<file path="src/rtl/seven_seg_pkg.sv">
// Shared constants for the seven-segment display driver: segment bit
// positions, the all-off pattern and the active-low hex glyph table.
package seven_seg_pkg;

  localparam int SEG_A  = 0;
  localparam int SEG_B  = 1;
  localparam int SEG_C  = 2;
  localparam int SEG_D  = 3;
  localparam int SEG_E  = 4;
  localparam int SEG_F  = 5;
  localparam int SEG_G  = 6;
  localparam int SEG_DP = 7;

  localparam logic [7:0] SEG_BLANK = 8'hFF;

  typedef logic [6:0] seg_pattern_t;

  // Active-low glyphs for nibbles 0..F, bit 0 = segment a, bit 6 = segment g.
  localparam seg_pattern_t SEG_HEX [16] = '{
    7'h40, 7'h79, 7'h24, 7'h30,
    7'h19, 7'h12, 7'h02, 7'h78,
    7'h00, 7'h10, 7'h08, 7'h03,
    7'h46, 7'h21, 7'h06, 7'h0E
  };

  function automatic seg_pattern_t hex_pattern(input logic [3:0] nibble);
    return SEG_HEX[nibble];
  endfunction

endpackage

</file>
<file path="src/rtl/seven_seg_decode.sv">
// Combinational hex nibble to active-low seven-segment pattern.
module seven_seg_decode
  import seven_seg_pkg::*;
(
  input  logic [3:0] nibble,
  output logic [6:0] pattern
);

  // Pure table lookup into the shared glyph table.
  always_comb begin
    pattern = hex_pattern(nibble);
  end

endmodule

</file>
<file path="src/rtl/seven_seg_mux.sv">
// Time-multiplexed hex driver for a common-anode N-digit seven-segment
// display with per-digit decimal points and blanking, PWM brightness and
// double-buffered, frame-synchronous loads.
// Optional feature: define SEVEN_SEG_LZB_EN to blank leading zero digits.
module seven_seg_mux
  import seven_seg_pkg::*;
#(
  parameter int N_DIGITS = 4,
  parameter int DIV_BITS = 16,
  parameter int BRIGHT_W = 2
) (
  input  logic                  clk,
  input  logic                  rst,
  input  logic [4*N_DIGITS-1:0] data,
  input  logic                  load,
  input  logic [N_DIGITS-1:0]   dp,
  input  logic [N_DIGITS-1:0]   digit_en,
  input  logic [BRIGHT_W-1:0]   brightness,
  output logic [7:0]            seg,
  output logic [N_DIGITS-1:0]   an,
  output logic                  frame_tick
);

  localparam int IDX_W = (N_DIGITS > 1) ? $clog2(N_DIGITS) : 1;
  localparam logic [IDX_W-1:0] LAST_IDX = IDX_W'(N_DIGITS - 1);

  logic [DIV_BITS-1:0]   cnt;
  logic [IDX_W-1:0]      idx;
  logic [4*N_DIGITS-1:0] shadow;
  logic [4*N_DIGITS-1:0] disp;
  logic                  pending;
  logic                  frame_start;

  logic                  slot_end;
  logic                  frame_end;
  logic [N_DIGITS-1:0]   lead_zero;
  logic [3:0]            nibble;
  logic                  dp_bit;
  logic                  en_bit;
  logic                  lz_bit;
  logic                  show;
  logic                  lit;
  logic [6:0]            glyph;
  logic [7:0]            seg_next;
  logic [N_DIGITS-1:0]   an_next;

  assign slot_end  = &cnt;
  assign frame_end = slot_end && (idx == '0);

  // Slot timer and digit index; digits are scanned from leftmost down to 0.
  always_ff @(posedge clk) begin
    if (rst) begin
      cnt <= '0;
      idx <= LAST_IDX;
    end else begin
      cnt <= cnt + 1'b1;
      if (slot_end) begin
        idx <= (idx == '0) ? LAST_IDX : idx - 1'b1;
      end
    end
  end

  // Remembers that the current state was entered through a real frame wrap,
  // so the tick is not raised for the frame that starts out of reset.
  always_ff @(posedge clk) begin
    if (rst) begin
      frame_start <= 1'b0;
    end else begin
      frame_start <= frame_end;
    end
  end

  // Double buffer: loads land in shadow and are promoted only at a frame
  // boundary; a load on the boundary cycle itself goes straight to disp.
  always_ff @(posedge clk) begin
    if (rst) begin
      shadow  <= '0;
      disp    <= '0;
      pending <= 1'b0;
    end else begin
      if (load) begin
        shadow <= data;
      end
      if (frame_end) begin
        pending <= 1'b0;
        if (load) begin
          disp <= data;
        end else if (pending) begin
          disp <= shadow;
        end
      end else if (load) begin
        pending <= 1'b1;
      end
    end
  end

`ifdef SEVEN_SEG_LZB_EN
  // A digit is a leading zero when it and every digit to its left are zero;
  // digit 0 always stays visible so a zero value still shows "0".
  always_comb begin
    logic zero_above;
    lead_zero  = '0;
    zero_above = 1'b1;
    for (int k = N_DIGITS - 1; k >= 1; k--) begin
      zero_above   = zero_above && (disp[4*k +: 4] == 4'h0);
      lead_zero[k] = zero_above;
    end
  end
`else
  assign lead_zero = '0;
`endif

  // Select the per-digit data for the slot currently being scanned.
  always_comb begin
    nibble = '0;
    dp_bit = 1'b0;
    en_bit = 1'b0;
    lz_bit = 1'b0;
    for (int k = 0; k < N_DIGITS; k++) begin
      if (idx == IDX_W'(k)) begin
        nibble = disp[4*k +: 4];
        dp_bit = dp[k];
        en_bit = digit_en[k];
        lz_bit = lead_zero[k];
      end
    end
  end

  seven_seg_decode u_decode (
    .nibble  (nibble),
    .pattern (glyph)
  );

  assign show = en_bit && !lz_bit;
  assign lit  = show && (cnt != '0) && (cnt[DIV_BITS-1 -: BRIGHT_W] <= brightness);

  // Next segment and anode patterns; the anode is pulsed by the PWM window
  // and held off on the first clock of every slot to avoid ghosting.
  always_comb begin
    seg_next = SEG_BLANK;
    if (show) begin
      seg_next[6:0]  = glyph;
      seg_next[SEG_DP] = !dp_bit;
    end
    an_next = '1;
    for (int k = 0; k < N_DIGITS; k++) begin
      an_next[k] = !(lit && (idx == IDX_W'(k)));
    end
  end

  // Output registers keep every pin glitch-free and one cycle behind the scan.
  always_ff @(posedge clk) begin
    if (rst) begin
      seg        <= SEG_BLANK;
      an         <= '1;
      frame_tick <= 1'b0;
    end else begin
      seg        <= seg_next;
      an         <= an_next;
      frame_tick <= frame_start;
    end
  end

endmodule

</file>
<file path="config.mk">
export PLATFORM = sky130hd
export DESIGN_NAME = seven_seg_mux
export DESIGN_NICKNAME = d
export VERILOG_FILES = /design/src/rtl/seven_seg_pkg.sv /design/src/rtl/seven_seg_decode.sv /design/src/rtl/seven_seg_mux.sv
export SDC_FILE = /design/constraint.sdc
export NUM_CORES = 1
export LEC_CHECK = 0
export CORE_ASPECT_RATIO = 0.5
export CORE_MARGIN = 3
export CORE_UTILIZATION = 35
export CTS_CLUSTER_DIAMETER = 150
export CTS_CLUSTER_SIZE = 10
export DETAILED_ROUTE_END_ITERATION = 10
export HOLD_SLACK_MARGIN = 0.1
export RECOVER_POWER = 50
export SYNTH_ARGS = -nofsm -noshare
export SYNTH_HDL_FRONTEND = slang
export SYNTH_SLANG_ARGS = --single-unit
</file>
<file path="constraint.sdc">
create_clock -name clk -period 4.3 [get_ports clk]
set_clock_uncertainty 0.15 [all_clocks]
set_input_delay 1.29 -clock clk [delete_from_list [all_inputs] [get_ports clk]]
set_output_delay 1.29 -clock clk [all_outputs]
set_load 0.02 [all_outputs]
</file>
Word-level counts from Yosys, hierarchy flattened
Memories as Yosys holds them, arrays and structs flattened. A register that Yosys moved wholly into a read port is not among the register bits. Index checks and enable logic that the tools add are counted.

Mux-type cells: 17. Add/subtract/negate cells: 2. Eq/ne operators: 3. Bitwise gates (word level): 2. Reduce and logical (&&, ||, !) cells: 19. Magnitude comparators: 2.

Operator list (count): $mux 16 (2); $add 16x1->16 const B (1); $mux 4 (4); $reduce_and 16->1 (1); $reduce_bool 16->1 (1); $mux 7 (2); $mux 1 (8); $logic_and 1x1->1 (7); $ge 5x5->1 const B (1); $logic_not 1->1 (5); $not 4->5 (1); $eq 2x2->1 const B (2); $reduce_or 2->1 (2); $eq 2x1->1 const B (1); $le 2x2->1 (1); $logic_not 2->1 (1); $mux 2 (1); $reduce_and 2->1 (1); $reduce_bool 2->1 (1); $sub 2x1->2 const B (1); $not 1->1 (1).

Memories kept: 1. Register bits: 65. Input bits: 29. ROM bits: 112. Word-level logic and storage cells: 55. Output and inout bits: 13.

Memory list: (no name shown) (depth 16, width 7, read ports 1, clocked after memory_dff 1, wr ports 0, RTL line seven_seg_pkg.sv:27) `return SEG_HEX[nibble];`.

Longest topological paths before layout
Gate-level depths: netlist of the first run.

Depth in word-level cells: 9. Gate-level depth with buffers: 12. Mapped depth without buffers: 11.

Cells and area by module
From an unflattened synthesis of the first run, not the netlist that was laid out.

Cell total of the unflattened synthesis: 312. Area total of the unflattened synthesis: 3049.2 um^2.

Modules (own cells, without submodules): seven_seg_mux (area each 2788.9 um^2, cells each 281, times used 1); seven_seg_decode (area each 260.2 um^2, cells each 31, times used 1).

Least setup slack after synthesis of the first run
OpenSTA, ideal clock, no wires.

Kind: input-to-reg. Start point: input rst. End point: register an[0]. Setup slack: 1.831 ns. Cell stages on the path: 6. Data required time: 4.024 ns. Setup time: 0.126 ns. Data arrival time: 2.193 ns. Buffers on the path: 1. Cells stage by stage: clkbuf_1 -> nor2_1 -> o21ai_0 -> o22ai_2 -> and3_1 -> nand2_1.

RTL lines: start: declaration (RTL line seven_seg_mux.sv:13) `input logic rst,`; end signal: assignment (RTL line seven_seg_mux.sv:159) `an <= an_next;`; end: declaration (RTL line seven_seg_mux.sv:20) `output logic [N_DIGITS-1:0] an,`.

==> reports/results.txt, run 1 <==
Status: complete, no violations
RSZ-0062 raised after global routing: false
Sequential-to-total area share from yosys stat: 44.0%
Post-Syn Nets: 366
CTS tree: built
Ys async rst share: 0%
Crit Reg-Reg Startpoint: idx[0]
Final Critical Period: 3.26 ns
Yosys warns: 0
TritonCTS buffer count: 9
Critical path required time: 4.34 ns
Reg-to-reg slack, setup: 1.58 ns
Final setup viols: 0
Fmax: 0.307 GHz
Area Overhead vs Synth: 28.5%
Core box area: 8120 µm²
WL/cell: 12.7 µm
Most frequent cells in the layout: dfxtp_1 (65), nor2_1 (42), clkdlybuf4s50_1 (39)
Final Net Count: 405
Non-Filler Instances: 479
Mapped cell area: 2960 µm²
Area occupied by registers: 1300 µm²
CTS root buf: clkbuf_16
Drt pass-1 iters: 4
Vias: 2239
Slowest cell delay on critical path: 0.73 ns
Rows: 23
Final wirelength: 6090 µm
Worst hold path class: flop to flop
Predominant post-synthesis flop cell: dfxtp_1
First-pass GRT wire length: 10400 µm
Critical path cell sequence: dlygate4sd3_1, buf_4, o22ai_1, and3_1, nand2_1
Total grt overflow: 0
Critical path arrival: 3.30 ns
IO Count: 42
Cell count after synthesis: 323
Worst R2R Path Depth: 6
Total power: 0.00158 W
Hold Path Origin: frame_start
Final GP Congestion: 0.774
Clk_lat worst skew: 0.34 ns
Syn Area/Cell: 9.16 µm²
Worst Setup SP: rst
Gr usage total: 13.8%
Antenna diodes: 0
Die X: 136 µm
Power density cells: 417 nW/µm²
Critical path's slowest cell: o22ai_1
Worst Tran Pin Value: 0.862 ns
Initial Util: 36.5%
#FFs+latches synth: 65
Max-cap violation count: 0
Cell variety after synth: 49
Startpoint types: primary input
Port Buffer Count: 41
Rel. slew slack: 42.5%
Hold buffers post-CTS: 0
Antenna-violating nets left: 0
Final slew viol count: 0
Dpl cells: 463
1st-iter DRT viols: 73
Clk buf depth: 2
Initial antenna violation count: 0
Hold path depth: 1
CP Capture Type: flop
Vias per cell: 4.67
Crit Path Class: primary input to flop
Setup Total Neg Slack: 0 ns
H-tree depth: 3
Fin. Hold Viols: 0
Worst VDD drop: 0.182 mV
WHS Endpoint: frame_tick
Leakage Power: 1.50 nW
Layout fillers: 769
Number of global-route vias before repair: 2266
DIE AREA: 9660 µm²
Post-synth EDFFs: 0
Post-CTS Resized: 0
Clk pin slew, worst setup/hold paths: 0.05 ns
Reg-to-Reg End: seg[0]
Most common cell after layout, fill and taps aside: dfxtp_1
Chip height: 71.0 µm
Postcts setup bufs: 0
Largest net degree at the start of global routing: 55
Tcrit/Tclk final: 75.8%
Layout cell share with drive strength beyond 1: 8.17%
Detailed placement HPWL: 4280 µm
Footprint of the multi-input gates: 1520 µm²
Clock Sinks: 65
# DRC: 0
CP max FO: 54
## report_power, final
| group | internal (W) | switching (W) | total, W | leakage [nW] |
|---|---|---|---|---|
| Clock | 0.000613 | 0.000262 | 0.000875 | 0.175 |
| Sequential | 0.000619 | 0.00000578 | 0.000625 | 0.530 |
| Combinational | 0.0000482 | 0.0000361 | 0.0000843 | 0.797 |
| Total | 0.00128 | 0.000304 | 0.00158 | 1.50 |
## worst max-delay path: cells and delay by family
kind,cells,cell delay (ns)
AOI/OAI and AO/OA,1,0.73
and+or+nand+nor,2,0.43
buffers and inverters,2,0.85
## layout make-up
class / count / share of cell area (%)
multi-input cells: 229 / 39.9
flip-flops and latches: 65 / 34.2
repair buffers: 43 / 11.2
clock buffers: 12 / 7.01
well taps: 112 / 3.69
clock inverters: 4 / 2.57
inverters: 14 / 1.38
## sequential cells by signal, indices dropped and copies added, names as in the netlist
| register | flops |
|---|---|
| cnt | 16 |
| pending | 1 |
| seg | 8 |
| frame_tick | 1 |
| disp | 16 |
| frame_start | 1 |
| idx | 2 |
| an | 4 |
| shadow | 16 |
## synth_stat cells, types with 3 or more instances
library cell  instances  area share (%)
nand2_1              38             4.8
ha_1                 14             5.9
mux2i_1              20             6.8
nand2b_1             16             3.4
nor2_1               42             5.3
inv_1                13             1.6
nor3b_1               3            0.76
nand3_1               6             1.0
nor2b_1               7             1.5
o31ai_1               3            0.76
xnor2_1               7             2.1
o21ai_1              14             2.4
buf_2                 4            0.68
dfxtp_1              65              44
clkbuf_1              5            0.63
o21ai_0               4            0.68
a211oi_1              3            0.76
buf_4                 5             1.3
o211ai_1              3            0.76
nor3_1                6             1.0
nor4_1                4            0.85
xor2_1                6             1.8
## layer usage
metal | vias to the layer above | routed length [µm] | part of all wire [%] | global-route usage, %
li1 | 1174 | - | - | -
met1 | 1027 | 2800 | 46 | 15.0
met2 | 28 | 2860 | 47 | 23.5
met3 | 10 | 336 | 5.5 | 6.46
met4 | 0 | 96 | 1.6 | 5.25
met5 | - | 0 | 0 | 0
## worst max-delay path by stage
stage / end / slack, ns / depth (start not counted)
3_5_place_dp: an[3] / 1.10 / 5
4_1_cts: an[3] / 1.46 / 5
5_1_grt: an[3] / 0.93 / 5
2_1_floorplan: an[0] / 1.83 / 6
6_report: an[3] / 1.04 / 5
3_3_place_gp: disp[5] / 1.20 / 5
## cell families after synthesis
logic type / count (synthesis) / share of synthesized area (%)
buffers and inverters: 29 / 4.48
adder cells (fa/ha/maj): 14 / 5.92
AND/OR/NAND/NOR: 140 / 24.5
XOR/XNOR: 13 / 3.85
flip-flops: 65 / 44.0
AO/OA/AOI/OAI: 41 / 10.1
multiplexers: 21 / 7.15
## per-stage QoR
step / utilization [%] / hold WS (ns) / worst slack, ns / instance area [µm²]
final: 46.9 / 0.296 / 1.04 / 3800
after global placement: 42.4 / 0.281 / 1.20 / 3440
after CTS: 46.9 / 0.303 / 1.46 / 3810
after global routing: 46.9 / 0.325 / 0.933 / 3800
after detailed placement: 42.4 / 0.295 / 1.10 / 3440
after floorplan: - / 0.264 / 1.83 / 2960
Power figures use the tool's default switching activity.
==> inputs of run 2 (changes only) <==
==> constraint.sdc (replaced) <==
create_clock -name clk -period 2.76 [get_ports clk]
set_clock_uncertainty 0.15 [all_clocks]
set_input_delay 0.828 -clock clk [delete_from_list [all_inputs] [get_ports clk]]
set_output_delay 0.828 -clock clk [all_outputs]
set_load 0.02 [all_outputs]
==> run 2 against run 1 <==
Net effect:
- count of clock-buffer cells in the layout rose by 1
- power up 49%
- via count grew 1.9%
- non-clock buffer count is 4 higher
- routed wire length grew 1.5%
- worst hold slack improved by 0.015 ns
- flip-flop and latch count did not move
- die area unchanged
- cell area about the same
- critical path depth is 6 higher
==> reports/results.txt, run 2 (synthesis results as in run 1) <==
Post-CTS Resized: 0 (unchanged)
Post-Place Cell Area: 3470 µm² (+0.87%)
Chip height: 71.0 µm (unchanged)
TritonCTS buffer count: 9 (unchanged)
Worst Tran Pin Value: 0.842 ns (-0.0203 ns)
1st-iter DRT viols: 183 (+150%)
Critical path's slowest cell: a221o_1
Final wirelength: 6180 µm (+1.5%)
Status: complete, no violations
Clk_lat worst skew: 0.33 ns (about the same)
Leakage Power: 1.50 nW (-0.10%)
RSZ-0062 raised after global routing: false
Critical path required time: 2.88 ns (-1.46 ns)
Most common cell after layout, fill and taps aside: dfxtp_1
Slowest cell delay on critical path: 0.42 ns (-0.31 ns)
Crit Path Class: flop to flop
Clock Sinks: 65 (unchanged)
Met2 Routed Length: 2790 µm (-2.2%)
Layout cell share with drive strength beyond 1: 8.65% (+0.47 points)
Initial antenna violation count: 0 (unchanged)
Rel. slew slack: 43.9% (+1.4 points)
Die X: 136 µm (unchanged)
Rows: 23 (unchanged)
CTS root buf: clkbuf_16
WL/cell: 12.8 µm (+0.83%)
Postcts setup bufs: 0 (unchanged)
Tcrit/Tclk final: 92.1%
Setup Total Neg Slack: 0 ns (unchanged)
Hold buffers post-CTS: 0 (unchanged)
Post-route core utilization: 46.8% (about the same)
Worst R2R Path Depth: 11 (+5)
Largest net degree at the start of global routing: 34 (-38%)
Drt pass-1 iters: 4 (unchanged)
Antenna-violating nets left: 0 (unchanged)
Critical Path Most Common Cell: inv_1
Total grt overflow: 0 (unchanged)
Worst hold path class: flop to flop
CP Capture Type: flop
Reg-to-reg slack, setup: 0.22 ns (-1.36 ns)
Final instance area: 3800 µm² (about the same)
Antenna diodes: 0 (unchanged)
Worst VDD drop: 0.291 mV (+60%)
Gr usage total: 13.8% (about the same)
Fmax: 0.393 GHz
Port Buffer Count: 41 (unchanged)
Fin. Hold Viols: 0 (unchanged)
Power density cells: 621 nW/µm² (+49%)
Top Registers: cnt (16), disp (16), shadow (16)
Critical path cell sequence: inv_1, ha_1, nor2b_4, nand2_1, a221o_1, inv_1, ha_1, inv_1, mux2i_1, nor2_1, o21ai_1
Max-cap violation count: 0 (unchanged)
Final GP Congestion: 0.829 (+7.1%)
Area Overhead vs Synth: 28.4% (about the same)
First-pass GRT wire length: 10400 µm (+0.41%)
Clk buf depth: 2 (unchanged)
Final Critical Period: 2.54 ns
Startpoint types: flop
Final setup viols: 0 (unchanged)
Clk pin slew, worst setup/hold paths: 0.06 ns (about the same)
Max layer used: met4
Final slew viol count: 0 (unchanged)
Most frequent cells in the layout: dfxtp_1 (65), nor2_1 (42), nand2_1 (38)
IO Count: 42 (unchanged)
Final Net Count: 409 (+0.99%)
H-tree depth: 3 (unchanged)
Vias: 2282 (+1.9%)
DIE AREA: 9660 µm² (unchanged)
Met3 wire len: 269 µm (-20%)
Core box area: 8120 µm² (unchanged)
# DRC: 0 (unchanged)
CTS tree: built
Number of global-route vias before repair: 2204 (-2.7%)
Detailed placement HPWL: 4460 µm (+4.2%)
CP max FO: 7 (-87%)
Hold path depth: 1 (unchanged)
Vias per cell: 4.73 (+1.3%)
Routed met1 length: 3000 µm (+7.0%)
Initial Util: 36.5% (unchanged)
Critical path arrival: 2.66 ns (-0.64 ns)
## run 2: power breakdown
group / total, W / leakage [nW] / switching (W) / internal [W]
logic: 0.000134 / 0.808 / 0.0000576 / 0.0000768
clock network: 0.00125 / 0.162 / 0.000393 / 0.000859
registers: 0.000974 / 0.530 / 0.00000944 / 0.000964
total: 0.00236 / 1.50 / 0.000460 / 0.00190
## run 2: critical path: cells and delay by family, from the launching register on
kind,cells,cell delay [ns]
AO/OA/AOI/OAI,2,0.56
adder cells (fa/ha/maj),2,0.64
buffers and inverters,3,0.30
flip-flops,1,0.34
multiplexers,1,0.13
AND/OR/NAND/NOR,3,0.37
## run 2: final cells by class
cell class,instances,area (µm²)
Fill cell,783,4320
Multi-Input combinational cell,229,1530
Sequential cell,65,1300
Timing Repair Buffer,47,449
Clock buffer,13,270
Tap cell,112,140
Clock inverter,2,60.1
Inverter,14,52.6
## run 2: through the flow
step | power [W] | setup slack (ns) | instances | hold WS (ns)
finish | 0.00236 | 0.218 | 482 | 0.310
global route | 0.00244 | 0.0211 | 482 | 0.318
CTS | 0.00240 | 0.215 | 482 | 0.314
detailed placement | 0.00113 | 0.220 | 467 | 0.297
global placement | 0.00113 | 0.304 | 467 | 0.302
floorplan | 0.00106 | 0.510 | 323 | 0.264
## run 2: layer usage
| layer | vias up | GRT usage (%) |
|---|---|---|
| li1 | 1187 | - |
| met1 | 1042 | 17.9 |
| met2 | 40 | 21.0 |
| met3 | 13 | 5.18 |
| met4 | 0 | 5.03 |
| met5 | - | 0 |
## run 2: worst paths after layout
path / startpoint / to
hold / removal: frame_start / frame_tick
hold reg to reg: frame_start / frame_tick
setup / recovery: idx[0] / seg[3]
setup reg to reg: idx[0] / seg[3]
==> inputs of run 3 (changes only) <==
--- a/config.mk
+++ b/config.mk
@@ -5,11 +5,12 @@
 export SDC_FILE = /design/constraint.sdc
 export NUM_CORES = 1
 export LEC_CHECK = 0
+export ABC_AREA = 1
 export CORE_ASPECT_RATIO = 0.5
-export CORE_MARGIN = 3
+export CORE_MARGIN = 2
 export CORE_UTILIZATION = 35
 export CTS_CLUSTER_DIAMETER = 150
-export CTS_CLUSTER_SIZE = 10
+export CTS_CLUSTER_SIZE = 40
 export DETAILED_ROUTE_END_ITERATION = 10
 export HOLD_SLACK_MARGIN = 0.1
 export RECOVER_POWER = 50
==> run 3 against run 2 <==
Net effect:
- fmax up 9.7%
- register-to-register slack better by 0.22 ns
- worst hold slack worse by 0.050 ns
- clock power down 16%
- flip-flop and latch count unchanged
- power down 8.1%
- first-iteration DRC count down 19%
- utilization down 1.9 points
- critical path depth up 1
- non-clock buffer count unchanged
- critical path type unchanged
==> reports/results.txt, run 3 <==
Total grt overflow: 0 (unchanged)
Mapped cell area: 3210 µm² (+8.5%)
Max-cap violation count: 0 (unchanged)
Hold buffers post-CTS: 0 (unchanged)
CTS tree: built
Fmax: 0.432 GHz (+9.7%)
Post-synth EDFFs: 0 (unchanged)
Startpoint types: flop
Vias: 2804 (+23%)
Ys async rst share: 0% (unchanged)
CP Capture Type: flop
IO Count: 42 (unchanged)
Final Net Count: 527 (+29%)
Rel. slew slack: 41.4% (-2.5 points)
Leading area contributor after synthesis: dfxtp_1
Layout fillers: 887 (+13%)
First-pass GRT wire length: 12100 µm (+16%)
Area Overhead vs Synth: 23.2%
Drt pass-1 iters: 4 (unchanged)
Post-Syn Nets: 488 (+33%)
Layout cell share with drive strength beyond 1: 9.22% (+0.57 points)
Postcts setup bufs: 0 (unchanged)
Reg-to-Reg End: seg[0]
1st-iter DRT viols: 148 (-19%)
Final slew viol count: 0 (unchanged)
Vias per cell: 4.63 (-2.1%)
Final instance area: 3950 µm² (+4.1%)
Top cell type's share of synthesized area: 40.5% (-3.4 points)
Clk_lat worst skew: 0.32 ns (about the same)
Gr usage total: 15.0% (+1.2 points)
Clk pin slew, worst setup/hold paths: 0.05 ns (about the same)
Initial antenna violation count: 0 (unchanged)
Final GP Congestion: 0.859 (+3.6%)
Status: complete, no violations
Antenna-violating nets left: 0 (unchanged)
Number of global-route vias before repair: 2717 (+23%)
Core box area: 8800 µm² (+8.4%)
Worst Setup SP: idx[0]
Fin. Hold Viols: 0 (unchanged)
Post-synth top cells: nand2_1 (135), dfxtp_1 (65), a21oi_1 (46)
Chip height: 71.7 µm (+0.98%)
Main area contributors after synthesis: dfxtp_1 (41%), nand2_1 (16%), a21oi_1 (7.2%)
Clock Sinks: 65 (unchanged)
Cell count after synthesis: 445 (+38%)
Final setup viols: 0 (unchanged)
WL/cell: 11.1 µm (-13%)
Crit Path Class: flop to flop
Rows: 24 (+4.3%)
Worst Tran Pin Value: 0.879 ns (+0.0376 ns)
Area occupied by registers: 1300 µm² (unchanged)
Worst R2R Path Depth: 12 (+1)
Initial Util: 36.5% (about the same)
Worst Setup EP: seg[0]
Most common cell after layout, fill and taps aside: nand2_1
Yosys warns: 0 (unchanged)
Antenna diodes: 0 (unchanged)
Most frequent cells in the layout: nand2_1 (135), dfxtp_1 (65), a21oi_1 (46)
DIE AREA: 10000 µm² (+3.5%)
RSZ-0062 raised after global routing: false
Leakage Power: 1.70 nW (+13%)
Largest net degree at the start of global routing: 44 (+29%)
Footprint of the multi-input gates: 1610 µm² (+5.7%)
Reg-to-reg slack, setup: 0.44 ns (+0.22 ns)
Post-CTS Resized: 0 (unchanged)
Port Buffer Count: 41 (unchanged)
Syn Area/Cell: 7.21 µm² (-21%)
#FFs+latches synth: 65 (unchanged)
Tcrit/Tclk final: 84.0% (-8.1 points)
Critical path arrival: 2.35 ns (-0.31 ns)
Predominant post-synthesis flop cell: dfxtp_1
Crit Reg-Reg Startpoint: idx[0]
Top Registers: cnt (16), disp (16), shadow (16)
TritonCTS buffer count: 9 (unchanged)
Final Critical Period: 2.32 ns (-0.224 ns)
Setup Total Neg Slack: 0 ns (unchanged)
# DRC: 0 (unchanged)
Top-count cell post-synth: nand2_1
Die X: 139 µm (+2.5%)
CP max FO: 8 (+1)
Cell variety after synth: 36 (-27%)
Detailed placement HPWL: 4960 µm (+11%)
Post-Place Cell Area: 3690 µm² (+6.2%)
Final wirelength: 6740 µm (+9.0%)
Worst VDD drop: 0.423 mV (+45%)
H-tree depth: 3 (unchanged)
Critical path required time: 2.80 ns (-0.08 ns)
Worst hold path class: flop to flop
Power density cells: 549 nW/µm² (-12%)
Sequential-to-total area share from yosys stat: 40.5% (-3.4 points)
CTS root buf: clkbuf_16
Clk buf depth: 2 (unchanged)
## run 3: cell types whose count changed in the layout (fill, tap and decap cells not counted), sizes merged, moves of 16 or more
cell	before	now
inv	13	42
nand2b	16	0
nand4	2	23
a21oi	2	46
nand2	39	146
mux2i	20	0
## run 3: final cells by class
cell class                 count  area share [%]
clock buffer                  12            6.74
clock inverter                 3           0.380
inverter                      43            4.08
multi-input combinational    318            40.8
sequential                    65            32.9
tap                          117            3.70
timing repair buffer          47            11.4
## run 3: logic make-up (layout without fill, tap and decap cells)
logic type / Yosys count / in the layout / share of synthesized area [%]
adders and majority gates: 14 / 14 / 5.46
and+or+nand+nor: 241 / 241 / 34.4
buffers and inverters: 62 / 105 / 9.20
AOI/OAI and AO/OA: 63 / 63 / 10.4
DFF: 65 / 65 / 40.5
## run 3: critical path, cell delays in order, from the launching register on
cell     delay (ns)
dfxtp_1        0.32
inv_1          0.12
ha_1           0.35
inv_2          0.13
nand3_1        0.11
nand2_1        0.05
nand2_1        0.20
inv_1          0.12
ha_1           0.25
inv_1          0.09
nand3_1        0.10
nand3_1        0.11
nand3_1        0.08
## run 3: routing by layer
layer	vias up	part of all wire (%)	global-route usage, %
li1	1517	-	-
met1	1245	52	19.3
met2	35	44	24.1
met3	7	3.3	4.95
met4	0	0.82	4.60
met5	-	0	0
## run 3: stage by stage
step           cells  total power (W)  hold WS (ns)  utilization, %  worst slack, ns
6_report         605          0.00217         0.260            44.9            0.443
5_1_grt          605          0.00228         0.274            44.9            0.228
4_1_cts          605          0.00222         0.263            45.1            0.506
3_5_place_dp     590          0.00115         0.256            41.9            0.289
3_3_place_gp     590          0.00114         0.259            41.9            0.306
2_1_floorplan    445          0.00107         0.238               -            0.810
## run 3: worst min-delay path by stage
stage,endpoint,from,cells after the start
floorplan,frame_tick,frame_start,2
detailed placement,frame_tick,frame_start,2
CTS,frame_tick,frame_start,2
finish,frame_tick,frame_start,2
global route,frame_tick,frame_start,2
global placement,frame_tick,frame_start,2
## run 3: power breakdown
group          leakage [nW]  switching [W]  internal (W)
registers             0.530     0.00000875      0.000963
logic                  1.02      0.0000763     0.0000728
clock network         0.144       0.000378      0.000670
==> RTL change, RTL diff (config.mk and constraints of run 2) <==
Put one more register stage on the output `seg`, with the module's reset. The value now appears one clock later. The other outputs are not delayed to match.
--- a/src/rtl/seven_seg_mux.sv
+++ b/src/rtl/seven_seg_mux.sv
@@ -23,6 +23,8 @@
 
   localparam int IDX_W = (N_DIGITS > 1) ? $clog2(N_DIGITS) : 1;
   localparam logic [IDX_W-1:0] LAST_IDX = IDX_W'(N_DIGITS - 1);
+
+  logic [7:0] seg_s0;
 
   logic [DIV_BITS-1:0]   cnt;
   logic [IDX_W-1:0]      idx;
@@ -151,15 +153,23 @@
   // Output registers keep every pin glitch-free and one cycle behind the scan.
   always_ff @(posedge clk) begin
     if (rst) begin
-      seg        <= SEG_BLANK;
+      seg_s0     <= SEG_BLANK;
       an         <= '1;
       frame_tick <= 1'b0;
     end else begin
-      seg        <= seg_next;
+      seg_s0     <= seg_next;
       an         <= an_next;
       frame_tick <= frame_start;
     end
   end
 
+  always_ff @(posedge clk) begin
+    if (rst) begin
+      seg <= '0;
+    end else begin
+      seg <= seg_s0;
+    end
+  end
+
 endmodule
 
Behaviour: not the same (Yosys sat finds a counterexample within 4 cycles, from zero or initial values and one cycle with rst high).
==> RTL change against run 2 <==
- sequential power is 13% higher
- area after synthesis is 7.7% higher
- clock power is 9% lower
- total power is 1.2% higher
- setup slack better by 0.054 ns
- routed wire length is 1.4% higher
- synthesized cell count is 5.9% higher
- design area is 4.9% higher
- sequential cell count is 8 higher
- hold slack worse by 0.019 ns
- first-iteration DRC count is 55% lower
- sequential share of layout area is 2.4 points higher
- final cell count is 3.5% higher
- maximum frequency is 2.2% higher
==> RTL change: results (changes against run 2) <==
[pwr]
ir_worst_vdd_uv = 338.8  ; +16%
power_leakage_nw = 1.566  ; +4.4%

[final_layout]
clkCellAreaFrac = 0.07412  ; -0.01284
n_all_buffers = 47  ; unchanged
nonClkBufAreaFrac = 0.1175  ; -0.0007855
fill_cells = 801  ; +2.3%
seq_share = 0.3668  ; +0.02428
insertedDiodeCount = 0  ; unchanged
drive_above_1_share = 0.09819  ; +0.01170
final_nets = 426  ; +4.2%
multi_input_cells = 238  ; +3.9%
multi_input_area_share = 0.3932  ; -0.008299
largestRegisters = cnt (16), disp (16), shadow (16)
nClkBuffers = 10  ; -3

[synth]
ys_types = 45  ; -8.2%
yosysSeqAreaShare = 0.4586  ; +0.01883
synthFlopType = dfxtp_1
yosys-top-cells-area = dfxtp_1 (46%), mux2i_1 (6.3%), ha_1 (5.5%), nor2_1 (5.3%), nand2_1 (4.5%)
synth_edf_count = 0  ; unchanged
async_flop_share = 0  ; unchanged
synthTopCellsByCount = dfxtp_1 (73), nor2_1 (45), nand2_1 (38)
syn_nets = 385  ; +5.2%

[cts]
h-tree-depth = 3  ; unchanged
path_clk_slew_ns = 0.06  ; about the same
cts_setup_buffers = 0  ; unchanged
cts_buffer_depth = 2  ; unchanged
clock-sinks = 73  ; +12%
root_buffer = clkbuf_16
cts_resized = 0  ; unchanged
cts_buffers = 9  ; unchanged

[critical_path]
critPathMaxFanout = 11  ; +4
worst_path_max_delay_cell = a221o_1
crit_arrival_ns = 2.60  ; -0.06 ns
max_stage_delay_ns = 0.41

[placed_design]
hpwl_um = 4513  ; +1.1%
io_buffers = 41  ; unchanged
place.gp.congestion = 0.7682  ; -7.3%
placed_cell_area_um2 = 3696  ; +6.4%

[route]
drc = 0  ; unchanged
drt_wl_total_um = 6265  ; +1.4%
route.vias.total = 2397  ; +5.0%
drt-pass1-iter-count = 5  ; +1
drt-initial-drc-count = 83  ; -55%

[global_routing]
grt_max_degree = 49  ; +44%
grt_pass1_wl_um = 10530  ; +1.3%
first_global_vias = 2322  ; +5.4%
grt.total_usage = 0.1296  ; -0.007939
antenna_found_initial = 0  ; unchanged
grt-ovfl-total = 0  ; unchanged

[floorplanning]
die_area_um2 = 10360  ; +7.2%

[sta]
max_slew.worst_pin.slew_ns = 0.8549  ; +0.01301 ns
fin_tns_setup_ns = 0  ; unchanged

[worst_hold_path]
hp-class = reg2reg

[status]
status = complete, no violations

[RTL change: metrics by stage]
stage	power (mW)	std cells	utilization	hold WS, ns	setup WS, ns
5_1_grt	2.485	499	0.4741	0.3094	0.02848
3_5_place_dp	1.274	484	0.4398	0.2803	0.1955
4_1_cts	2.417	499	0.4750	0.2930	0.2562
2_1_floorplan	1.198	342	-	0.2638	0.4672
6_report	2.389	499	0.4741	0.2913	0.2724
3_3_place_gp	1.270	484	0.4398	0.2797	0.1981
[RTL change: critical path, delay by kind of cell, from the launching register on]
kind                       cells  cell delay (ns)
adders and majority gates      2             0.55
muxes                          1             0.13
AOI/OAI and AO/OA              2             0.55
and+or+nand+nor                3             0.38
DFF                            1             0.37
buffers and inverters          3             0.27
[RTL change: cells by family after synthesis]
family          share of synthesized area
simple gates                       0.2344
flops                              0.4586
compound gates                    0.09737
buf+inv                           0.04986
mux                               0.06635
xor+xnor                          0.03848
fa+ha+maj                         0.05497
[RTL change: final timing paths]
check | slack (ns) | to | startpoint | cells past startpoint
setup / recovery | 0.27 | seg_s0[3] | idx[1] | 11
hold / removal | 0.29 | seg[6] | seg_s0[6] | 1
setup reg to reg | 0.27 | seg_s0[3] | idx[1] | 11
hold reg to reg | 0.29 | seg[6] | seg_s0[6] | 1
[RTL change: per-layer routing]
layer	part of all wire	wire, um	GRT usage
met5	0	0	0
met4	0.020	125	0.06230
met3	0.052	326	0.04421
met2	0.48	2999	0.2156
met1	0.45	2813	0.1531
[RTL change: where the power goes]
part / switching (mW) / internal, mW / total, mW
Sequential: 0.0128 / 1.09 / 1.10
Clock: 0.425 / 0.716 / 1.14
Combinational: 0.0651 / 0.0825 / 0.148
Total: 0.503 / 1.89 / 2.39
